<file path="config.mk">
export PLATFORM = sky130hd
export DESIGN_NAME = reg_file_8x16
export DESIGN_NICKNAME = d
export VERILOG_FILES = /design/src/rtl/reg_file_8x16.sv
export SDC_FILE = /design/constraint.sdc
export NUM_CORES = 1
export LEC_CHECK = 0
export ABC_AREA = 0
export CAP_MARGIN = 25
export CORE_AREA = 10 10 131 133
export DETAILED_ROUTE_END_ITERATION = 10
export DIE_AREA = 0 0 141 143
export PLACE_DENSITY = 0.87
export SETUP_SLACK_MARGIN = 0.15
export SLEW_MARGIN = 40
export SYNTH_ARGS = -nofsm -noshare
export SYNTH_HDL_FRONTEND = slang
export SYNTH_SLANG_ARGS = --single-unit
</file>
<file path="constraint.sdc">
create_clock -name clk -period 1.95 [get_ports clk]
set_clock_uncertainty 0.05 [all_clocks]
set_input_delay 0.39 -clock clk [delete_from_list [all_inputs] [get_ports clk]]
set_output_delay 0.39 -clock clk [all_outputs]
set_load 0.01 [all_outputs]
</file>
<file path="src/rtl/reg_file_8x16.sv">
// Eight-entry register file: R0 hard-wired to zero, two bypassed combinational
// read ports, a raw debug read port and a wrapping committed-write counter.
module reg_file_8x16 #(
    parameter int WIDTH = 16
) (
    input  logic             clk,
    input  logic             rst_n,
    input  logic             we,
    input  logic [2:0]       wa,
    input  logic [WIDTH-1:0] wd,
    input  logic [2:0]       ra1,
    output logic [WIDTH-1:0] rd1,
    input  logic [2:0]       ra2,
    output logic [WIDTH-1:0] rd2,
    input  logic [2:0]       dbg_sel,
    output logic [WIDTH-1:0] dbg_out,
    output logic [7:0]       wr_count
);

    logic [WIDTH-1:0] regs_r [1:7];
    logic [WIDTH-1:0] view_s [8];
    logic [7:0]       wr_count_r;
    logic             commit_s;

    // a write only counts when it targets a real register
    assign commit_s = we && (wa != 3'd0);

    // register storage, cleared asynchronously
    always_ff @(posedge clk or negedge rst_n) begin
        if (!rst_n) begin
            for (int i = 1; i < 8; i++) begin
                regs_r[i] <= {WIDTH{1'b0}};
            end
        end else if (commit_s) begin
            regs_r[wa] <= wd;
        end else begin
            for (int i = 1; i < 8; i++) begin
                regs_r[i] <= regs_r[i];
            end
        end
    end

    // committed-write counter, wraps naturally at 8 bits
    always_ff @(posedge clk or negedge rst_n) begin
        if (!rst_n) begin
            wr_count_r <= 8'd0;
        end else if (commit_s) begin
            wr_count_r <= wr_count_r + 8'd1;
        end else begin
            wr_count_r <= wr_count_r;
        end
    end

    // address-indexed view of storage with R0 tied to zero
    always_comb begin
        view_s[0] = {WIDTH{1'b0}};
        for (int i = 1; i < 8; i++) begin
            view_s[i] = regs_r[i];
        end
    end

    // read port 1 with same-cycle write bypass (commit_s excludes R0)
    always_comb begin
        rd1 = {WIDTH{1'b0}};
        if (commit_s && (ra1 == wa)) begin
            rd1 = wd;
        end else begin
            rd1 = view_s[ra1];
        end
    end

    // read port 2 with same-cycle write bypass
    always_comb begin
        rd2 = {WIDTH{1'b0}};
        if (commit_s && (ra2 == wa)) begin
            rd2 = wd;
        end else begin
            rd2 = view_s[ra2];
        end
    end

    assign dbg_out  = view_s[dbg_sel];
    assign wr_count = wr_count_r;

endmodule

</file>
# == Word level (Yosys, flattened, before mapping) ==
# Cells that the tools add are included.
# classes
n_addsub,1
n_lt_le_gt_ge,5
n_eq_ne,2
n_mux,14
bitwise_logic,4
n_reduce_logical,5
# ops
op,n
16-bit binary-select mux with 3-bit select,3
16-bit 2-to-1 mux,9
112-bit bitwise mux,1
16-bit demux with 3-bit select,1
4-bit >= comparator (second input constant),4
3-bit NOT with 4-bit output,4
8-bit by 1-bit adder with 8-bit output (second input constant),1
3-bit equality test,2
1-bit logical AND,4
4-bit by 1-bit less-than comparator with 1-bit output (second input constant),1
3-bit nonzero test,1
# word_totals
ff_bits,120
input_bits,31
word_cells,39

# == Depth between registers and ports, before layout ==
# Gate-level depths: netlist of the first run.
# depth
depth_word,6
ltp_mapped,7
ltp_nobuf,4

# == Least setup slack after synthesis of the first run ==
# Ideal clock, no wire load.
# synth_timing
path_kind,in2out
start,in ra2[2]
end,out rd2[10]
arrival_ps,1516
t_required_ps,1510
setup_slack_ps,-6
path_stages,6
path_cell_list,buf_2 and2_1 clkbuf_1 buf_2 a221o_1 o21ai_1
# synth_between
elab_chain_cells,5
word_cells_on_any_way,7
# synth_rtl
element,line,rtl
from (decl),13,"input logic [2:0] ra2,"
3-bit NOT with 4-bit output (not written as such),78,rd2 = view_s[ra2];
16-bit binary-select mux with 3-bit select,78,
16-bit 2-to-1 mux (not written as such) (2 in series),78,
16-bit 2-to-1 mux (*),75,if (commit_s && (ra2 == wa)) begin
to (decl),14,"output logic [WIDTH-1:0] rd2,"
# Every way passes the cells marked *; elsewhere a longest branch is shown, timed or not. The select of a mux whose other input is x is not followed.

# == Final worst setup path of the first run ==
# layout_timing
start,in wa[0]
end,out rd1[14]
# layout_between
elab_chain_cells,4
word_cells_on_any_way,5
# layout_rtl
element,line,rtl
from (decl),9,"input logic [2:0] wa,"
3-bit nonzero test,26,assign commit_s = we && (wa != 3'd0);
1-bit logical AND,26,
1-bit logical AND (*),65,if (commit_s && (ra1 == wa)) begin
16-bit 2-to-1 mux (*),65,
to (decl),12,"output logic [WIDTH-1:0] rd1,"
# Every way passes the cells marked *; elsewhere a longest branch is shown, timed or not.

==> flow_metrics.tcl, run 1 <==
set metrics [dict create \
    syn_area_sq_um 7790 \
    drv_slew 0 \
    grt_pass1_wl_um 50600 \
    synth_edf_count 0 \
    cts.path.max_buffers 2 \
    hp-start "wa[2]" \
    die_area_sq_um 20200 \
    gr-total-overflow 0 \
    rr_worst_depth 4 \
    synth_top_area_share_pct 38.5 \
    endpoint_kind "output pin" \
    core_sq_um 14400 \
    antenna_found_initial 0 \
    p_leak_nw 5.26 \
    setup_viol 48 \
    ir_drop_uv 633 \
    setup.worst_path.start_class "input pin" \
    async_flop_share_pct 100 \
    rsz0062_at_grt "true" \
    ys_ff_latch 120 \
    die_w_um 141 \
    criticalPathCategory "in2out" \
    cts_tree "done" \
    relSlewSlack_pct 54.7 \
    worstReg2RegStart "wr_count[0]" \
    numPortBuffers 86 \
    timing.final.crit_share_pct 121 \
    grtUsageTotal_pct 33.3 \
    holdPathStages 4 \
    wl_um 35500 \
    syn-num-nets 676 \
    drc_errors 0 \
    ys_types 39 \
    hold_violations 0 \
    vias 7764 \
    numClockSinks 120 \
    worstPathMaxFanout 6 \
    drive_gt1_share_pct 70.6 \
    fill_cells 669 \
    start_util_pct 54.0 \
    holdPathEnd "wr_count[1]" \
    ant_nets 0 \
    final_net_count 874 \
    r2r_slack_ns 0.83 \
    insertion_delay_ns 0.43 \
    setup_tns_ns -12.90 \
    status "complete, but fails checks" \
    fmax_mhz 425 \
    min_period_ns 2.36 \
    dp_cells 953 \
    setup_slack_ns -0.405 \
    path_clk_slew_ns 0.06 \
    fp.dieH_um 143 \
    arrival_ns 1.92 \
    hpwl_um 17800 \
    initialDrtViolationCount 1202 \
    reg2reg_to "wr_count[6]" \
    synth_seq_area_share_pct 38.5 \
    tightest_slew_ns 0.680 \
    fin_cells 1038 \
    io_pins 87 \
    cp_data_required_time_ns 1.51 \
    synth_warnings 0 \
    synthTopCellsByCount "mux2_2, dfrtp_1, a221oi_1" \
    synth_top_flop_cell "dfrtp_1" \
    yosysMostFrequentCell "mux2_2" \
    post_drt_wl_per_cell_um 34.2 \
    grt_pass1_vias 8219 \
    diodes 0 \
    numCtsBuffers 17 \
    htreeDepth 4 \
    drt_pass1_iterations 6 \
    place_area_sq_um 9900 \
    syn_avg_cell_area_sq_um 12.1 \
    via_per_inst 7.48 \
    cap_violations 0 \
    grt_max_degree 46 \
    rows 44 \
    stdcell_area_sq_um 12100 \
    cts_root_buf "clkbuf_16" \
    violations "negative setup slack" \
    postSynthCellCount 644 \
    synthTopCellsByArea "dfrtp_1, mux2_2, a221oi_1" \
    gp_congestion 0.981 \
    min_path_type "in2reg" \
    p_per_area_nw_per_um2 939 \
    synth_top_cell_by_area "dfrtp_1" \
    area_growth_pct 54.9 \
]
[timing repair]
action / in CTS / in global routing
hold endpoints to repair: 40 / 0
pin swaps: 43 / 13
hold buffers: 1 / 0
cloned: 14 / 0
gates resized for setup: 425 / 41
endpoints found under the setup margin: 104 / 49
setup buffers: 29 / 10
[cell families after synthesis]
logic type | count (synthesis) | synth area share [%]
AO/OA/AOI/OAI | 130 | 12.7
XOR/XNOR | 13 | 1.46
adder cells (fa/ha/maj) | 1 | 0.161
buffers and inverters | 77 | 5.89
flip-flops | 120 | 38.5
multiplexers | 240 | 36.5
AND/OR/NAND/NOR | 63 | 4.75
[worst max path at each step]
stage,from,endpoint,slack (ns)
finish,wa[0],rd1[14],-0.41
global route,wa[0],rd1[14],-0.39
CTS,regs_r[97],rd2[1],-0.28
detailed placement,wa[2],rd2[15],-1.19
global placement,ra1[1],rd1[3],-1.12
floorplan,wa[0],rd1[0],0.08
[routing by layer]
metal	track usage, %	routed length (um)	up-vias
met4	22.4	2680	0
met5	0	0	-
met3	10.8	4140	273
met1	37.5	12300	3816
li1	-	-	2897
met2	53.0	16400	778
[layout by cell type, fill, tap and decap left out, types with 4 or more instances in the layout]
| cell type | instances |
|---|---|
| dlygate4sd2_1 | 7 |
| xor2_1 | 4 |
| mux2_4 | 22 |
| clkdlybuf4s50_1 | 17 |
| mux2_2 | 167 |
| a221o_1 | 16 |
| o22ai_2 | 7 |
| buf_12 | 31 |
| buf_2 | 43 |
| o22ai_1 | 8 |
| nand2_2 | 11 |
| inv_2 | 10 |
| clkbuf_8 | 4 |
| a221oi_2 | 25 |
| a21oi_2 | 9 |
| o21ai_2 | 15 |
| nand2_4 | 14 |
| clkbuf_16 | 17 |
| buf_6 | 25 |
| nand2_1 | 15 |
| a221oi_4 | 22 |
| mux4_2 | 16 |
| a21oi_4 | 4 |
| inv_1 | 5 |
| clkinv_2 | 4 |
| buf_4 | 96 |
| buf_16 | 12 |
| o31ai_4 | 15 |
| mux2i_1 | 32 |
| dfrtp_1 | 120 |
| buf_8 | 5 |
[report_power, final]
part	switching (mW)	leakage [nW]	internal, mW
logic	2.01	3.53	2.25
registers	0.783	1.45	3.07
clock network	1.22	0.285	2.00
[cell type report]
| class | count | area, sq um | area share, % |
|---|---|---|---|
| Inverter | 15 | 56.3 | 0.466 |
| Timing Repair Buffer | 241 | 2570 | 21.3 |
| Clock inverter | 8 | 95.1 | 0.788 |
| Tap cell | 184 | 230 | 1.91 |
| Clock buffer | 23 | 488 | 4.04 |
| Sequential cell | 120 | 3000 | 24.9 |
| Multi-Input combinational cell | 447 | 5630 | 46.6 |
[flip-flops by register name, summed over array words and instances (netlist names)]
name / count
regs_r: 112
wr_count: 8
[metrics by stage]
| stage | hold WS [ns] | util [%] | setup WS (ns) | power, mW |
|---|---|---|---|---|
| after global routing | 0.421 | 83.7 | -0.393 | 11.6 |
| final | 0.404 | 83.7 | -0.405 | 11.3 |
| after global placement | 0.378 | 68.7 | -1.12 | 6.84 |
| after CTS | 0.402 | 81.3 | -0.277 | 10.7 |
| after detailed placement | 0.391 | 68.7 | -1.19 | 7.03 |
| after floorplan | 0.0444 | - | 0.0798 | 5.57 |
[critical path, cell delays in order]
cell     delay, ns
buf_8         0.10
o31ai_4       0.30
buf_6         0.15
nor4_4        0.04
buf_6         0.17
buf_6         0.14
buf_16        0.14
o31ai_4       0.26
buf_2         0.20
Note: power is estimated with default switching activity, not from simulation.
==> inputs of run 2 (changes only) <==
--- a/config.mk
+++ b/config.mk
@@ -7,10 +7,10 @@
 export LEC_CHECK = 0
 export ABC_AREA = 0
 export CAP_MARGIN = 25
-export CORE_AREA = 10 10 131 133
+export CORE_AREA = 10 10 151 153
 export DETAILED_ROUTE_END_ITERATION = 10
-export DIE_AREA = 0 0 141 143
-export PLACE_DENSITY = 0.87
+export DIE_AREA = 0 0 161 163
+export PLACE_DENSITY = 0.69
 export SETUP_SLACK_MARGIN = 0.15
 export SLEW_MARGIN = 40
 export SYNTH_ARGS = -nofsm -noshare
==> run 2 against run 1 <==
First-iteration DRC count down 39%; die area up 30%; utilization down 22 points; largest power group unchanged; the run still ends with negative setup slack left; combinational power down 1%; sequential cell count unchanged; global-route usage down 10 points; non-clock buffer count up 8; sequential power down 2%; clock power up 14%; sequential share of layout area down 0.61 points; count of clock-buffer cells in the layout down 3.
==> flow_metrics.tcl, run 2 (synthesized netlist as in run 1, its figures left out) <==
set metrics [dict create \
    die_w_um 161 \
    drv_slew 0 \
    cts_root_buf "clkbuf_16" \
    numPortBuffers 86 \
    tightest_slew_ns 0.451 \
    rr_worst_depth 4 \
    grt_pass1_wl_um 46700 \
    grt_pass1_vias 7737 \
    cp_slowest_cell "a221o_1" \
    fp.dieH_um 163 \
    stdcell_area_sq_um 12400 \
    diodes 0 \
    drive_gt1_share_pct 70.7 \
    grt_max_degree 54 \
    numClockSinks 120 \
    status "complete, but fails checks" \
    setup.worst_path.start_class "input pin" \
    dp_cells 1050 \
    critical_path.max_stage_delay_ns 0.31 \
    cp_data_required_time_ns 1.51 \
    rows 52 \
    die_area_sq_um 26200 \
    final_net_count 882 \
    worstPathMaxFanout 10 \
    r2r_slack_ns 0.80 \
    setup_viol 48 \
    cap_violations 0 \
    vias 7170 \
    numCtsBuffers 17 \
    post_drt_wl_per_cell_um 28.1 \
    cts_tree "done" \
    arrival_ns 1.83 \
    place_area_sq_um 10000 \
    cpMostUsedCell "buf_6" \
    fin_cells 1133 \
    hold_violations 0 \
    setup_slack_ns -0.320 \
    htreeDepth 4 \
    endpoint_kind "output pin" \
    ant_nets 0 \
    via_per_inst 6.33 \
    hpwl_um 18200 \
    p_per_area_nw_per_um2 943 \
    post-place-ws_ns -1.22 \
    relSlewSlack_pct 69.9 \
    violations "negative setup slack" \
    p_leak_nw 5.39 \
    min_path_type "in2async" \
    fill_cells 1398 \
    core_sq_um 19900 \
    largest-register "regs_r" \
    mostFrequentLayoutCell "mux2_2" \
    path_clk_slew_ns 0.06 \
    fmax_mhz 441 \
    worstReg2RegStart "wr_count[2]" \
    rsz0062_at_grt "true" \
    cp_cell_sequence "buf_2 > nor2b_2 > buf_6 > a221oi_2 > a221o_1 > o21ai_4 > buf_6" \
    area_growth_pct 58.8 \
    reg2reg_to "wr_count[7]" \
    largest_reg_flops 112 \
    final_cell_mix "mux2_2, dfrtp_1, buf_4" \
    drt_pass1_iterations 5 \
    initialDrtViolationCount 733 \
    wl_um 31800 \
    cts.path.max_buffers 2 \
    gr-total-overflow 0 \
    start_util_pct 39.1 \
    worst-path-buf-inv 3 \
    antenna_found_initial 0 \
    setup_tns_ns -10.40 \
    drc_errors 0 \
    timing.final.crit_share_pct 116 \
    cp_top_family "compound AO/OA/AOI/OAI gates" \
    gp_congestion 0.902 \
    criticalPathCategory "in2out" \
    ir_drop_uv 671 \
    insertion_delay_ns 0.42 \
    hold-worst-slack_ns 0.386 \
    min_period_ns 2.27 \
    io_pins 87 \
    grtUsageTotal_pct 23.0 \
]
## run 2: area by class of cell
class | count | area (sq um) | area share, %
multi-input cells | 447 | 5670 | 45.8
flip-flops and latches | 120 | 3000 | 24.3
repair buffers | 249 | 2630 | 21.2
clock buffers | 20 | 457 | 3.69
well taps | 270 | 338 | 2.73
clock inverters | 12 | 221 | 1.79
inverters | 15 | 56.3 | 0.455
## run 2: worst max-delay path by stage
stage	cells past startpoint	to	start
after floorplan	6	rd1[0]	wa[0]
after global placement	8	rd1[15]	ra1[1]
after detailed placement	6	rd1[15]	wa[1]
after CTS	10	rd2[1]	wa[2]
after global routing	5	rd2[13]	regs_r[109]
final	7	rd2[13]	ra2[1]
## run 2: stage by stage
stage	utilization, %	power (mW)
after floorplan	-	5.57
after global placement	50.3	6.93
after detailed placement	50.3	7.07
after CTS	60.1	11.2
after global routing	62.1	12.0
final	62.1	11.7
## run 2: metal layers
metal,GRT usage [%],wire (um),vias up
met2,37.6,15400,456
met3,7.71,2810,106
met1,27.0,12400,3688
met4,10.3,1160,0
li1,-,-,2920
met5,0,0,-
## run 2: worst reg2reg max path, stage by stage, from the launching register on
cell and delay, ns:
dfrtp_1 0.36, buf_4 0.14, nand3_1 0.12, nor3_1 0.24, xor2_1 0.17
## run 2: power breakdown
group	internal, mW	switching [mW]	total [mW]
combinational	2.33	1.88	4.21
sequential	3.07	0.715	3.79
clock	2.46	1.20	3.66
total	7.86	3.80	11.7
## run 2: what timing repair did
item,4_1_cts,5_1_grt
pin swaps,40,23
resized for setup,444,62
hold buffers,1,0
hold endpoints to repair,21,0
buffers inserted,34,3
setup endpoints to repair,103,49
cloned,13,0
==> inputs of run 3 (changes only) <==
--- a/config.mk
+++ b/config.mk
@@ -10,8 +10,10 @@
 export CORE_AREA = 10 10 151 153
 export DETAILED_ROUTE_END_ITERATION = 10
 export DIE_AREA = 0 0 161 163
+export MAX_ROUTING_LAYER = met4
 export PLACE_DENSITY = 0.69
 export SETUP_SLACK_MARGIN = 0.15
+export SKIP_CTS_REPAIR_TIMING = 1
 export SLEW_MARGIN = 40
 export SYNTH_ARGS = -nofsm -noshare
 export SYNTH_HDL_FRONTEND = slang
==> run 3 against run 2 <==
Critical path type unchanged; global-route usage down 2.8 points; combinational power down 11%; hold slack better by 0.0019 ns; first-iteration DRC count down 2.5%; the flow still finishes with violations (negative setup slack); register-to-register slack better by 0.03 ns; critical path depth up 3; die area unchanged; fmax down 5.0%; routed wire length down 7.6%.
==> flow_metrics.tcl, run 3 (synthesized netlist as in run 1, its figures left out) <==
set metrics [dict create \
    dp_cells 1050 \
    hold_violations 0 \
    diodes 0 \
    largest_reg_flops 112 \
    io_pins 87 \
    via_per_inst 6.24 \
    p_leak_nw 5.11 \
    total_power_mw 11.1 \
    drc_errors 0 \
    arrival_ns 1.95 \
    cp_top_family "buffers and inverters" \
    final_cell_mix "mux2_2, dfrtp_1, buf_4" \
    numPortBuffers 86 \
    mostFrequentLayoutCell "mux2_2" \
    hpwl_um 18200 \
    worst-path-buf-inv 7 \
    cp_cell_sequence "buf_12 > buf_8 > xor2_4 > nor4_4 > buf_4 > clkbuf_16 > buf_8 > buf_6 > o21ai_4 > buf_6" \
    tightest_slew_ns 0.385 \
    area_growth_pct 49.0 \
    final_net_count 868 \
    timing.final.crit_share_pct 122 \
    numClockSinks 120 \
    p_per_area_nw_per_um2 960 \
    gr-total-overflow 0 \
    largest-register "regs_r" \
    critical_path.max_stage_delay_ns 0.36 \
    ir_drop_uv 607 \
    cap_violations 0 \
    endpoint_kind "output pin" \
    fin_cells 1119 \
    die_area_sq_um 26200 \
    cp_slowest_cell "nor4_4" \
    fmax_mhz 419 \
    gp_congestion 0.917 \
    rows 52 \
    initialDrtViolationCount 715 \
    drive_gt1_share_pct 67.3 \
    grt_pass1_wl_um 40500 \
    rsz0062_at_grt "true" \
    numCtsBuffers 17 \
    worstReg2RegStart "wr_count[0]" \
    worstPathMaxFanout 4 \
    setup_viol 48 \
    setup_tns_ns -12.68 \
    core_sq_um 19900 \
    min_period_ns 2.39 \
    htreeDepth 4 \
    grt_pass1_vias 6925 \
    criticalPathCategory "in2out" \
    drv_slew 0 \
    drt_pass1_iterations 5 \
    wl_um 29400 \
    ant_nets 0 \
    relSlewSlack_pct 74.3 \
    violations "negative setup slack" \
    die_w_um 161 \
    cp_data_required_time_ns 1.51 \
    setup.worst_path.start_class "input pin" \
    cp-startpoint "wa[2]" \
    grtUsageTotal_pct 20.2 \
    grt_max_degree 54 \
    vias 6980 \
    status "complete, but fails checks" \
    insertion_delay_ns 0.42 \
    cts_tree "done" \
    fp.dieH_um 163 \
    antenna_found_initial 0 \
    start_util_pct 39.1 \
    setup_slack_ns -0.439 \
    post_drt_wl_per_cell_um 26.3 \
    cts.path.max_buffers 2 \
    min_path_type "in2async" \
    path_clk_slew_ns 0.06 \
    cts_root_buf "clkbuf_16" \
]
[run 3: worst reg2reg max path: cells and delay by family (launching register included)]
family	cells	cell delay, ns
flops	1	0.42
fa+ha+maj	1	0.21
simple gates	2	0.21
xor+xnor	1	0.15
[run 3: path summary, 6_finish.rpt]
| kind | endpoint | slack [ns] | cells past startpoint |
|---|---|---|---|
| max reg2reg | wr_count[6] | 0.83 | 4 |
| min reg2reg | wr_count[7] | 0.42 | 1 |
| min in group clk | wr_count[1] | 0.41 | 5 |
| max in group asynchronous | regs_r[64] | 0.83 | 3 |
| min | regs_r[94] | 0.39 | 2 |
| max | rd2[13] | -0.44 | 10 |
[run 3: through the flow]
stage / setup slack [ns] / area (sq um) / hold WS (ns) / util, %
finish: -0.439 / 11600 / 0.388 / 58.3
global route: -0.462 / 11600 / 0.414 / 58.3
detailed placement: -1.22 / 10000 / 0.282 / 50.3
global placement: -1.19 / 10000 / 0.276 / 50.3
CTS: -1.25 / 10700 / -0.160 / 53.7
floorplan: 0.0798 / 8190 / 0.0444 / -
[run 3: cell type report]
type,count,area (sq um)
Tap cell,270,338
Clock buffer,20,457
Inverter,15,56.3
Sequential cell,120,3000
Fill cell,1514,8300
Timing Repair Buffer,235,2310
Clock inverter,12,221
Multi-Input combinational cell,447,5220
[run 3: power breakdown]
group	internal (mW)	switching [mW]	total [mW]
logic	2.06	1.67	3.73
clock network	2.46	1.19	3.65
registers	3.08	0.687	3.76
total	7.60	3.54	11.1
[run 3: routing by layer]
layer  share of wire, %  vias up  global-route usage (%)
met5                  0        -                       -
met4                4.1        0                    7.78
met3                8.9      100                    5.92
met2                 47      401                    31.8
met1                 40     3579                    23.9
li1                   -     2900                       -
